$ cat config.mk
export PLATFORM = sky130hd
export DESIGN_NAME = multicycle_control_flat
export DESIGN_NICKNAME = d
export VERILOG_FILES = /design/src/rtl/multicycle_control_pkg.sv /design/src/rtl/multicycle_control_if.sv /design/src/rtl/multicycle_control_instr_class_decode.sv /design/src/rtl/multicycle_control.sv /design/src/flat_wrapper.sv
export SDC_FILE = /design/constraint.sdc
export NUM_CORES = 1
export LEC_CHECK = 0
export ABC_AREA = 1
export CORE_MARGIN = 1
export CORE_UTILIZATION = 40
export CTS_BUF_LIST = sky130_fd_sc_hd__clkbuf_4 sky130_fd_sc_hd__clkbuf_8
export DETAILED_ROUTE_END_ITERATION = 10
export PLACE_DENSITY = 0.77
export RECOVER_POWER = 25
export REMOVE_ABC_BUFFERS = 1
export SLEW_MARGIN = 20
export SYNTH_ARGS = -nofsm -noshare
export SYNTH_HDL_FRONTEND = slang
export SYNTH_SLANG_ARGS = --single-unit
$ cat constraint.sdc
create_clock -name clk -period 2.23 [get_ports clk]
set_input_delay 0.3345 -clock clk [delete_from_list [all_inputs] [get_ports clk]]
set_output_delay 0.3345 -clock clk [all_outputs]
set_load 0.01 [all_outputs]
$ cat src/rtl/multicycle_control_pkg.sv
// Shared types and encodings for the multicycle MIPS sequencing controller.
package multicycle_pkg;

    typedef enum logic [3:0] {
        S_IDLE, S_FETCH, S_DECODE, S_MEMADR, S_MEMRD, S_MEMWB, S_MEMWR,
        S_EXEC, S_ALUWB, S_BRANCH, S_JUMP, S_JR, S_TRAP
    } state_t;

    typedef enum logic [2:0] {
        CLS_MEM, CLS_ALU_R, CLS_ALU_I, CLS_BRANCH, CLS_JUMP, CLS_JR, CLS_ILLEGAL
    } iclass_t;

    localparam logic [5:0] OP_RTYPE = 6'h00;
    localparam logic [5:0] OP_J     = 6'h02;
    localparam logic [5:0] OP_JAL   = 6'h03;
    localparam logic [5:0] OP_BEQ   = 6'h04;
    localparam logic [5:0] OP_BNE   = 6'h05;
    localparam logic [5:0] OP_ADDI  = 6'h08;
    localparam logic [5:0] OP_ANDI  = 6'h0c;
    localparam logic [5:0] OP_ORI   = 6'h0d;
    localparam logic [5:0] OP_XORI  = 6'h0e;
    localparam logic [5:0] OP_LUI   = 6'h0f;
    localparam logic [5:0] OP_LW    = 6'h23;
    localparam logic [5:0] OP_SW    = 6'h2b;

    localparam logic [5:0] FN_SLL = 6'h00;
    localparam logic [5:0] FN_SRL = 6'h02;
    localparam logic [5:0] FN_SRA = 6'h03;
    localparam logic [5:0] FN_JR  = 6'h08;
    localparam logic [5:0] FN_ADD = 6'h20;
    localparam logic [5:0] FN_SUB = 6'h22;
    localparam logic [5:0] FN_AND = 6'h24;
    localparam logic [5:0] FN_OR  = 6'h25;
    localparam logic [5:0] FN_XOR = 6'h26;

    localparam logic [3:0] ALU_AND = 4'b0000;
    localparam logic [3:0] ALU_OR  = 4'b0001;
    localparam logic [3:0] ALU_ADD = 4'b0010;
    localparam logic [3:0] ALU_XOR = 4'b0011;
    localparam logic [3:0] ALU_SLL = 4'b0100;
    localparam logic [3:0] ALU_SRL = 4'b0101;
    localparam logic [3:0] ALU_SUB = 4'b0110;
    localparam logic [3:0] ALU_LUI = 4'b1000;
    localparam logic [3:0] ALU_SRA = 4'b1001;

    localparam logic [1:0] SRCA_PC    = 2'd0;
    localparam logic [1:0] SRCA_A     = 2'd1;
    localparam logic [1:0] SRCA_SHAMT = 2'd2;

    localparam logic [1:0] SRCB_B      = 2'd0;
    localparam logic [1:0] SRCB_4      = 2'd1;
    localparam logic [1:0] SRCB_IMM    = 2'd2;
    localparam logic [1:0] SRCB_IMM_SH = 2'd3;

    localparam logic [1:0] PCSRC_ALU    = 2'd0;
    localparam logic [1:0] PCSRC_ALUOUT = 2'd1;
    localparam logic [1:0] PCSRC_JR     = 2'd2;
    localparam logic [1:0] PCSRC_JUMP   = 2'd3;

    typedef struct packed {
        iclass_t    cls;
        logic [3:0] alu_op;
        logic       is_shift;
        logic       is_store;
        logic       is_bne;
        logic       is_jal;
        logic       sign_ext;
    } decode_t;

endpackage

$ cat src/rtl/multicycle_control_if.sv
// Controller <-> datapath bundle: IR fields and flags in, mux selects and enables out.
interface multicycle_control_if;
    logic [5:0] Opcode;
    logic [5:0] Funct;
    logic       Zero;
    logic       MemReady;
    logic       PCWrite, IorD, IRWrite, MemRead, MemWrite;
    logic       MemtoReg, RegDst, Jal, RegWrite, ExtFormat;
    logic [1:0] ALUSrcA, ALUSrcB;
    logic [3:0] ALUOp;
    logic [1:0] PCSource;
    logic       BadInstr;

    modport master (
        input  Opcode, Funct, Zero, MemReady,
        output PCWrite, IorD, IRWrite, MemRead, MemWrite, MemtoReg, RegDst,
               Jal, RegWrite, ExtFormat, ALUSrcA, ALUSrcB, ALUOp, PCSource, BadInstr
    );

    modport slave (
        output Opcode, Funct, Zero, MemReady,
        input  PCWrite, IorD, IRWrite, MemRead, MemWrite, MemtoReg, RegDst,
               Jal, RegWrite, ExtFormat, ALUSrcA, ALUSrcB, ALUOp, PCSource, BadInstr
    );
endinterface

$ cat src/rtl/multicycle_control_instr_class_decode.sv
// Combinational opcode/funct classifier; also yields the EXEC-stage ALU operation.
module instr_class_decode
    import multicycle_pkg::*;
(
    input  logic [5:0] opcode,
    input  logic [5:0] funct,
    output decode_t    dec
);
    always_comb begin
        dec        = '0;
        dec.cls    = CLS_ILLEGAL;
        dec.alu_op = ALU_ADD;
        case (opcode)
            OP_RTYPE: begin
                dec.cls = CLS_ALU_R;
                case (funct)
                    FN_ADD: dec.alu_op = ALU_ADD;
                    FN_SUB: dec.alu_op = ALU_SUB;
                    FN_AND: dec.alu_op = ALU_AND;
                    FN_OR:  dec.alu_op = ALU_OR;
                    FN_XOR: dec.alu_op = ALU_XOR;
                    FN_SLL: begin dec.alu_op = ALU_SLL; dec.is_shift = 1'b1; end
                    FN_SRL: begin dec.alu_op = ALU_SRL; dec.is_shift = 1'b1; end
                    FN_SRA: begin dec.alu_op = ALU_SRA; dec.is_shift = 1'b1; end
                    FN_JR:  dec.cls = CLS_JR;
                    default: dec.cls = CLS_ILLEGAL;
                endcase
            end
            OP_LW:   dec.cls = CLS_MEM;
            OP_SW:   begin dec.cls = CLS_MEM; dec.is_store = 1'b1; end
            OP_ADDI: begin dec.cls = CLS_ALU_I; dec.alu_op = ALU_ADD; dec.sign_ext = 1'b1; end
            OP_ANDI: begin dec.cls = CLS_ALU_I; dec.alu_op = ALU_AND; end
            OP_ORI:  begin dec.cls = CLS_ALU_I; dec.alu_op = ALU_OR;  end
            OP_XORI: begin dec.cls = CLS_ALU_I; dec.alu_op = ALU_XOR; end
            OP_LUI:  begin dec.cls = CLS_ALU_I; dec.alu_op = ALU_LUI; end
            OP_BEQ:  dec.cls = CLS_BRANCH;
            OP_BNE:  begin dec.cls = CLS_BRANCH; dec.is_bne = 1'b1; end
            OP_J:    dec.cls = CLS_JUMP;
            OP_JAL:  begin dec.cls = CLS_JUMP; dec.is_jal = 1'b1; end
            default: dec.cls = CLS_ILLEGAL;
        endcase
    end
endmodule

$ cat src/rtl/multicycle_control.sv
// Moore sequencing FSM for the multicycle MIPS datapath. Outputs are a pure function of
// state, except the FETCH enables (MemReady) and BRANCH PCWrite (Zero).
module multicycle_control
    import multicycle_pkg::*;
(
    input logic                 clk,
    input logic                 rst,
    multicycle_control_if.master bus
);
    state_t  state, next;
    decode_t dec;

    instr_class_decode u_dec (
        .opcode (bus.Opcode),
        .funct  (bus.Funct),
        .dec    (dec)
    );

    // Async reset lands in IDLE, whose outputs are all zero, so an aborted
    // instruction cannot fire a write-enable in the reset cycle.
    always_ff @(posedge clk or posedge rst) begin
        if (rst) state <= S_IDLE;
        else     state <= next;
    end

    always_comb begin
        next          = state;
        bus.PCWrite   = 1'b0;
        bus.IorD      = 1'b0;
        bus.IRWrite   = 1'b0;
        bus.MemRead   = 1'b0;
        bus.MemWrite  = 1'b0;
        bus.MemtoReg  = 1'b0;
        bus.RegDst    = 1'b0;
        bus.Jal       = 1'b0;
        bus.RegWrite  = 1'b0;
        bus.ExtFormat = 1'b0;
        bus.ALUSrcA   = SRCA_PC;
        bus.ALUSrcB   = SRCB_B;
        bus.ALUOp     = ALU_AND;
        bus.PCSource  = PCSRC_ALU;
        bus.BadInstr  = 1'b0;
        case (state)
            S_IDLE: next = S_FETCH;
            S_FETCH: begin
                bus.MemRead = 1'b1;
                bus.ALUSrcB = SRCB_4;
                bus.ALUOp   = ALU_ADD;
                if (bus.MemReady) begin
                    bus.IRWrite = 1'b1;
                    bus.PCWrite = 1'b1;
                    next        = S_DECODE;
                end
            end
            S_DECODE: begin
                // Speculatively form the branch target into ALUOut.
                bus.ALUSrcB   = SRCB_IMM_SH;
                bus.ALUOp     = ALU_ADD;
                bus.ExtFormat = 1'b1;
                case (dec.cls)
                    CLS_MEM:              next = S_MEMADR;
                    CLS_ALU_R, CLS_ALU_I: next = S_EXEC;
                    CLS_BRANCH:           next = S_BRANCH;
                    CLS_JUMP:             next = S_JUMP;
                    CLS_JR:               next = S_JR;
                    default:              next = S_TRAP;
                endcase
            end
            S_MEMADR: begin
                bus.ALUSrcA   = SRCA_A;
                bus.ALUSrcB   = SRCB_IMM;
                bus.ExtFormat = 1'b1;
                bus.ALUOp     = ALU_ADD;
                next          = dec.is_store ? S_MEMWR : S_MEMRD;
            end
            S_MEMRD: begin
                bus.MemRead = 1'b1;
                bus.IorD    = 1'b1;
                if (bus.MemReady) next = S_MEMWB;
            end
            S_MEMWB: begin
                bus.RegWrite = 1'b1;
                bus.RegDst   = 1'b1;
                bus.MemtoReg = 1'b1;
                next         = S_FETCH;
            end
            S_MEMWR: begin
                bus.MemWrite = 1'b1;
                bus.IorD     = 1'b1;
                if (bus.MemReady) next = S_FETCH;
            end
            S_EXEC: begin
                bus.ALUOp = dec.alu_op;
                if (dec.cls == CLS_ALU_R) begin
                    bus.ALUSrcA = dec.is_shift ? SRCA_SHAMT : SRCA_A;
                    bus.ALUSrcB = SRCB_B;
                end else begin
                    bus.ALUSrcA   = SRCA_A;
                    bus.ALUSrcB   = SRCB_IMM;
                    bus.ExtFormat = dec.sign_ext;
                end
                next = S_ALUWB;
            end
            S_ALUWB: begin
                bus.RegWrite = 1'b1;
                bus.RegDst   = (dec.cls == CLS_ALU_I);
                next         = S_FETCH;
            end
            S_BRANCH: begin
                bus.ALUSrcA  = SRCA_A;
                bus.ALUSrcB  = SRCB_B;
                bus.ALUOp    = ALU_SUB;
                bus.PCSource = PCSRC_ALUOUT;
                bus.PCWrite  = dec.is_bne ? ~bus.Zero : bus.Zero;
                next         = S_FETCH;
            end
            S_JUMP: begin
                // PC already holds PC+4 from FETCH, which is the jal link value.
                bus.PCWrite  = 1'b1;
                bus.PCSource = PCSRC_JUMP;
                bus.RegWrite = dec.is_jal;
                bus.Jal      = dec.is_jal;
                next         = S_FETCH;
            end
            S_JR: begin
                bus.PCWrite  = 1'b1;
                bus.PCSource = PCSRC_JR;
                next         = S_FETCH;
            end
            S_TRAP: begin
                bus.BadInstr = 1'b1;
                next         = S_TRAP;
            end
            default: next = S_IDLE;
        endcase
    end
endmodule

$ cat src/flat_wrapper.sv
// flat-port wrapper written by rule: the top's interface ports become plain ports
module multicycle_control_flat import multicycle_pkg::*;
  (clk, rst, bus_Opcode, bus_Funct, bus_Zero, bus_MemReady, bus_PCWrite, bus_IorD, bus_IRWrite, bus_MemRead, bus_MemWrite, bus_MemtoReg, bus_RegDst, bus_Jal, bus_RegWrite, bus_ExtFormat, bus_ALUSrcA, bus_ALUSrcB, bus_ALUOp, bus_PCSource, bus_BadInstr);
  multicycle_control_if bus_i ();
  input logic clk;
  input logic rst;
  input wire logic [$bits(bus_i.Opcode)-1:0] bus_Opcode;
  input wire logic [$bits(bus_i.Funct)-1:0] bus_Funct;
  input wire logic [$bits(bus_i.Zero)-1:0] bus_Zero;
  input wire logic [$bits(bus_i.MemReady)-1:0] bus_MemReady;
  output wire logic [$bits(bus_i.PCWrite)-1:0] bus_PCWrite;
  output wire logic [$bits(bus_i.IorD)-1:0] bus_IorD;
  output wire logic [$bits(bus_i.IRWrite)-1:0] bus_IRWrite;
  output wire logic [$bits(bus_i.MemRead)-1:0] bus_MemRead;
  output wire logic [$bits(bus_i.MemWrite)-1:0] bus_MemWrite;
  output wire logic [$bits(bus_i.MemtoReg)-1:0] bus_MemtoReg;
  output wire logic [$bits(bus_i.RegDst)-1:0] bus_RegDst;
  output wire logic [$bits(bus_i.Jal)-1:0] bus_Jal;
  output wire logic [$bits(bus_i.RegWrite)-1:0] bus_RegWrite;
  output wire logic [$bits(bus_i.ExtFormat)-1:0] bus_ExtFormat;
  output wire logic [$bits(bus_i.ALUSrcA)-1:0] bus_ALUSrcA;
  output wire logic [$bits(bus_i.ALUSrcB)-1:0] bus_ALUSrcB;
  output wire logic [$bits(bus_i.ALUOp)-1:0] bus_ALUOp;
  output wire logic [$bits(bus_i.PCSource)-1:0] bus_PCSource;
  output wire logic [$bits(bus_i.BadInstr)-1:0] bus_BadInstr;
  assign bus_i.Opcode = bus_Opcode;
  assign bus_i.Funct = bus_Funct;
  assign bus_i.Zero = bus_Zero;
  assign bus_i.MemReady = bus_MemReady;
  assign bus_PCWrite = bus_i.PCWrite;
  assign bus_IorD = bus_i.IorD;
  assign bus_IRWrite = bus_i.IRWrite;
  assign bus_MemRead = bus_i.MemRead;
  assign bus_MemWrite = bus_i.MemWrite;
  assign bus_MemtoReg = bus_i.MemtoReg;
  assign bus_RegDst = bus_i.RegDst;
  assign bus_Jal = bus_i.Jal;
  assign bus_RegWrite = bus_i.RegWrite;
  assign bus_ExtFormat = bus_i.ExtFormat;
  assign bus_ALUSrcA = bus_i.ALUSrcA;
  assign bus_ALUSrcB = bus_i.ALUSrcB;
  assign bus_ALUOp = bus_i.ALUOp;
  assign bus_PCSource = bus_i.PCSource;
  assign bus_BadInstr = bus_i.BadInstr;
  multicycle_control u_core (.clk(clk), .rst(rst), .bus(bus_i));
endmodule
==> results.txt <==
Result of the run -> finished, final reports clean
Internal power -> 533 uW
Largest Register -> u_core.state
Sum of routed wire length over all layers -> 3560 um
Synth-to-Final Area Change -> 86.8%
Ant diodes -> 0
Crit Path Category -> input port to output port
Synth Register Bits -> 4
Clock transition time at the flip-flop clock pins of the worst setup and hold paths -> 40 ps
Number of routed nets with antenna violations -> 0
Sinks on the clock net -> 4
Library cell with the largest summed area after synthesis -> sky130_fd_sc_hd__nand2_1
DRC violation total after the first TritonRoute iteration -> 83
DPL Wire Length -> 2580 um
Leak -> 1.01 nW
Initial antenna violation count -> 0
Commonest cells after routing, fill and taps aside -> sky130_fd_sc_hd__nand2_1, sky130_fd_sc_hd__buf_4, sky130_fd_sc_hd__inv_1, sky130_fd_sc_hd__nor2_1, sky130_fd_sc_hd__nand3_1
Clock power frac -> 8.6%
Type of the tightest min-delay check -> input port to asynchronous set/reset pin
Ratio of cells with drive above 1 in the final layout -> 28.9%
Number of H-tree levels -> 1
Initial DRT Pass Iterations -> 4
Post-synthesis area per instance -> 5.17 um^2
Via/cell ratio -> 5.13
Max Transition Viols Final -> 0
Max incr delay on CP -> 380 ps
Peak supply drop -> 0.000738 V
Count of non-filler cells in the finished layout -> 276
Post-synth top area share -> 16.6%
Share of the clock period used by the worst path -> 96.6%
Die extent in x -> 49.0 um
Max-slew headroom at the worst pin -> 80.5%
Seq pwr share -> 12.6%
Element type at the critical path end -> output port
Number of primary I/O pins -> 37
Unrepaired setup endpoints after global routing -> false
Clock skew after layout -> 2.01 ps
Power per cell area -> 658 nW/um^2
Die area -> 2400 um^2
Routed via count -> 1415
Cell area after synthesis -> 883 um^2
Final cell area excluding filler cells -> 1650 um^2
Number of nets in the layout -> 267
Total of hold buffers inserted after clock tree synthesis -> 0
Count of different cell masters after synthesis -> 25
Count of synthesis-stage warnings from yosys -> 0
Logic pwr share -> 78.8%
DR WL/cell -> 12.9 um
Vertical die dimension -> 49.0 um
Cell area reported after detailed placement -> 1500 um^2
Crit path max-delay cell type -> sky130_fd_sc_hd__or3_1
Transition time at the pin with the least slew margin -> 290 ps
Filler instances -> 149
Crit start category -> input port
Standard-cell rows -> 16
Number of buffers and inverters on the critical path -> 4
Depth of the worst register-to-register path -> 9
Cell total after placement -> 264
Critical Path Stages -> 7
Max FFs per register -> 4
Arrival @ worst endpoint -> 1820 ps
Data required time at the worst endpoint -> 1900 ps
Max Fclk -> 464 MHz
Overall power of the completed layout -> 1.09 mW
Count of unresolved DRC violations after routing -> 0
Sequential area share after synthesis -> 11.3%
CTS tree -> done
Source-to-sink clock delay at the later pin of the worst-skew pair -> 240 ps
Net load switching power -> 553 uW
Number of global-route vias before repair -> 1331
Overflow left after global routing -> 0
Starting density of the core -> 43.7%
Count of endpoints failing hold in the final timing report -> 0
Input/output buffers -> 36
Highest net fanout along the worst path -> 4
Clock buffer depth -> 2
Maximum number of pins on one net before global-route repair -> 7
Number of maximum-capacitance constraint violations -> 0
CTS Root Buffer Type -> sky130_fd_sc_hd__clkbuf_4
First-pass GRT wire length -> 5810 um
Total setup violations reported at the end of the flow -> 0
Most used cell along the critical path -> sky130_fd_sc_hd__buf_4
Dominant cells by area after synthesis -> sky130_fd_sc_hd__nand2_1, sky130_fd_sc_hd__inv_1, sky130_fd_sc_hd__nor2_1, sky130_fd_sc_hd__dfrtp_1, sky130_fd_sc_hd__nand3_1
Post-synthesis instance total -> 171
Final critical path time including I/O delays and setup -> 2160 ps
Total global routing track utilization -> 30.2%
Routability cong. -> 0.912
Switching power as a share of total power -> 50.9%
CTS buffer count -> 3
Core box area -> 2020 um^2
Critical path cell sequence -> dlygate4sd2_1 > nor2_4 > buf_4 > buf_4 > or3_1 > a211oi_2 > clkdlybuf4s15_2
Largest registers in the final layout -> u_core.state: 4 flops
Worst path top cell family by delay -> buffers and inverters
## path summary, 6_finish.rpt
check	start	endpoint	slack, ps
setup reg to reg	u_core.state[2]	u_core.state[0]	760
hold reg to reg	u_core.state[2]	u_core.state[2]	670
hold / removal	rst	u_core.state[1]	420
setup / recovery	bus_Opcode[0]	bus_ALUOp[0]	70
max in group asynchronous	rst	u_core.state[0]	1650
min in group clk	u_core.state[2]	u_core.state[2]	670
## cell type report
cell class / count / area, um^2 / area share, %
Clock buffer: 3 / 22.5 / 1.36
Inverter: 39 / 148 / 8.95
Multi-Input combinational cell: 128 / 692 / 41.9
Sequential cell: 4 / 100 / 6.07
Tap cell: 27 / 33.8 / 2.05
Timing Repair Buffer: 75 / 654 / 39.7
## synthesized netlist by cell type
library cell and number:
sky130_fd_sc_hd__nand3_1 18, sky130_fd_sc_hd__o221ai_1 2, sky130_fd_sc_hd__a31oi_1 1, sky130_fd_sc_hd__o21ai_0 8, sky130_fd_sc_hd__o21ai_1 1, sky130_fd_sc_hd__nand2_1 39
sky130_fd_sc_hd__dfrtp_1 4, sky130_fd_sc_hd__or3_1 1, sky130_fd_sc_hd__nand3_2 3, sky130_fd_sc_hd__xor2_1 1, sky130_fd_sc_hd__clkinv_2 1, sky130_fd_sc_hd__nand2_2 2
sky130_fd_sc_hd__nand4_1 4, sky130_fd_sc_hd__nor4_1 1, sky130_fd_sc_hd__or2_2 1, sky130_fd_sc_hd__o31ai_1 1, sky130_fd_sc_hd__nor2_2 7, sky130_fd_sc_hd__nor3_1 2
sky130_fd_sc_hd__nor2_1 28, sky130_fd_sc_hd__a21oi_1 3, sky130_fd_sc_hd__inv_2 3, sky130_fd_sc_hd__inv_1 35, sky130_fd_sc_hd__o211ai_1 1, sky130_fd_sc_hd__nor2_4 3
sky130_fd_sc_hd__a211oi_2 1
## worst reg2reg max path, cell delays in order (launching register included)
cell,delay [ps]
sky130_fd_sc_hd__dfrtp_1,420
sky130_fd_sc_hd__nor2_1,100
sky130_fd_sc_hd__inv_1,90
sky130_fd_sc_hd__nor2_4,150
sky130_fd_sc_hd__inv_1,70
sky130_fd_sc_hd__buf_4,150
sky130_fd_sc_hd__a21oi_1,160
sky130_fd_sc_hd__inv_1,90
sky130_fd_sc_hd__nand2_1,70
sky130_fd_sc_hd__o21ai_1,60
## per-stage QoR
step,hold slack [ps],setup WS [ps],utilization [%],setup TNS [ps]
4_1_cts,288,-161,77.1,-257
2_1_floorplan,101,630,-,0
5_1_grt,423,8.98,81.6,0
3_3_place_gp,522,-295,74.3,-2400
3_5_place_dp,538,-328,74.3,-2720
6_report,421,74.9,81.6,0
## power groups by stage
stage / Combinational [mW] / Clock, mW / Sequential (mW)
2_1_floorplan: 0.417 / 0 / 0.133
3_3_place_gp: 0.842 / 0 / 0.134
3_5_place_dp: 0.858 / 0 / 0.136
4_1_cts: 0.821 / 0.0927 / 0.135
5_1_grt: 0.946 / 0.103 / 0.141
6_report: 0.856 / 0.0932 / 0.137
## logic make-up (layout without fill, tap and decap cells)
group	Yosys count	in the layout	share of synthesized area, %
buf+inv	39	117	16.7
compound gates	18	18	12.6
xor+xnor	1	1	0.992
flops	4	4	11.3
simple gates	109	109	58.4
## layer usage
metal | vias to the layer above | GRT usage (%) | routed length [um]
li1 | 696 | - | -
met1 | 637 | 39.5 | 1500
met2 | 74 | 52.3 | 1770
met3 | 8 | 3.74 | 267
met4 | 0 | 6.86 | 27
met5 | - | 0 | 0
## repair_timing
action,4_1_cts,5_1_grt
endpoints found under the setup margin,14,11
pin swaps,3,5
buffers inserted,2,7
resized for setup,33,17
Power figures use the tool's default switching activity.
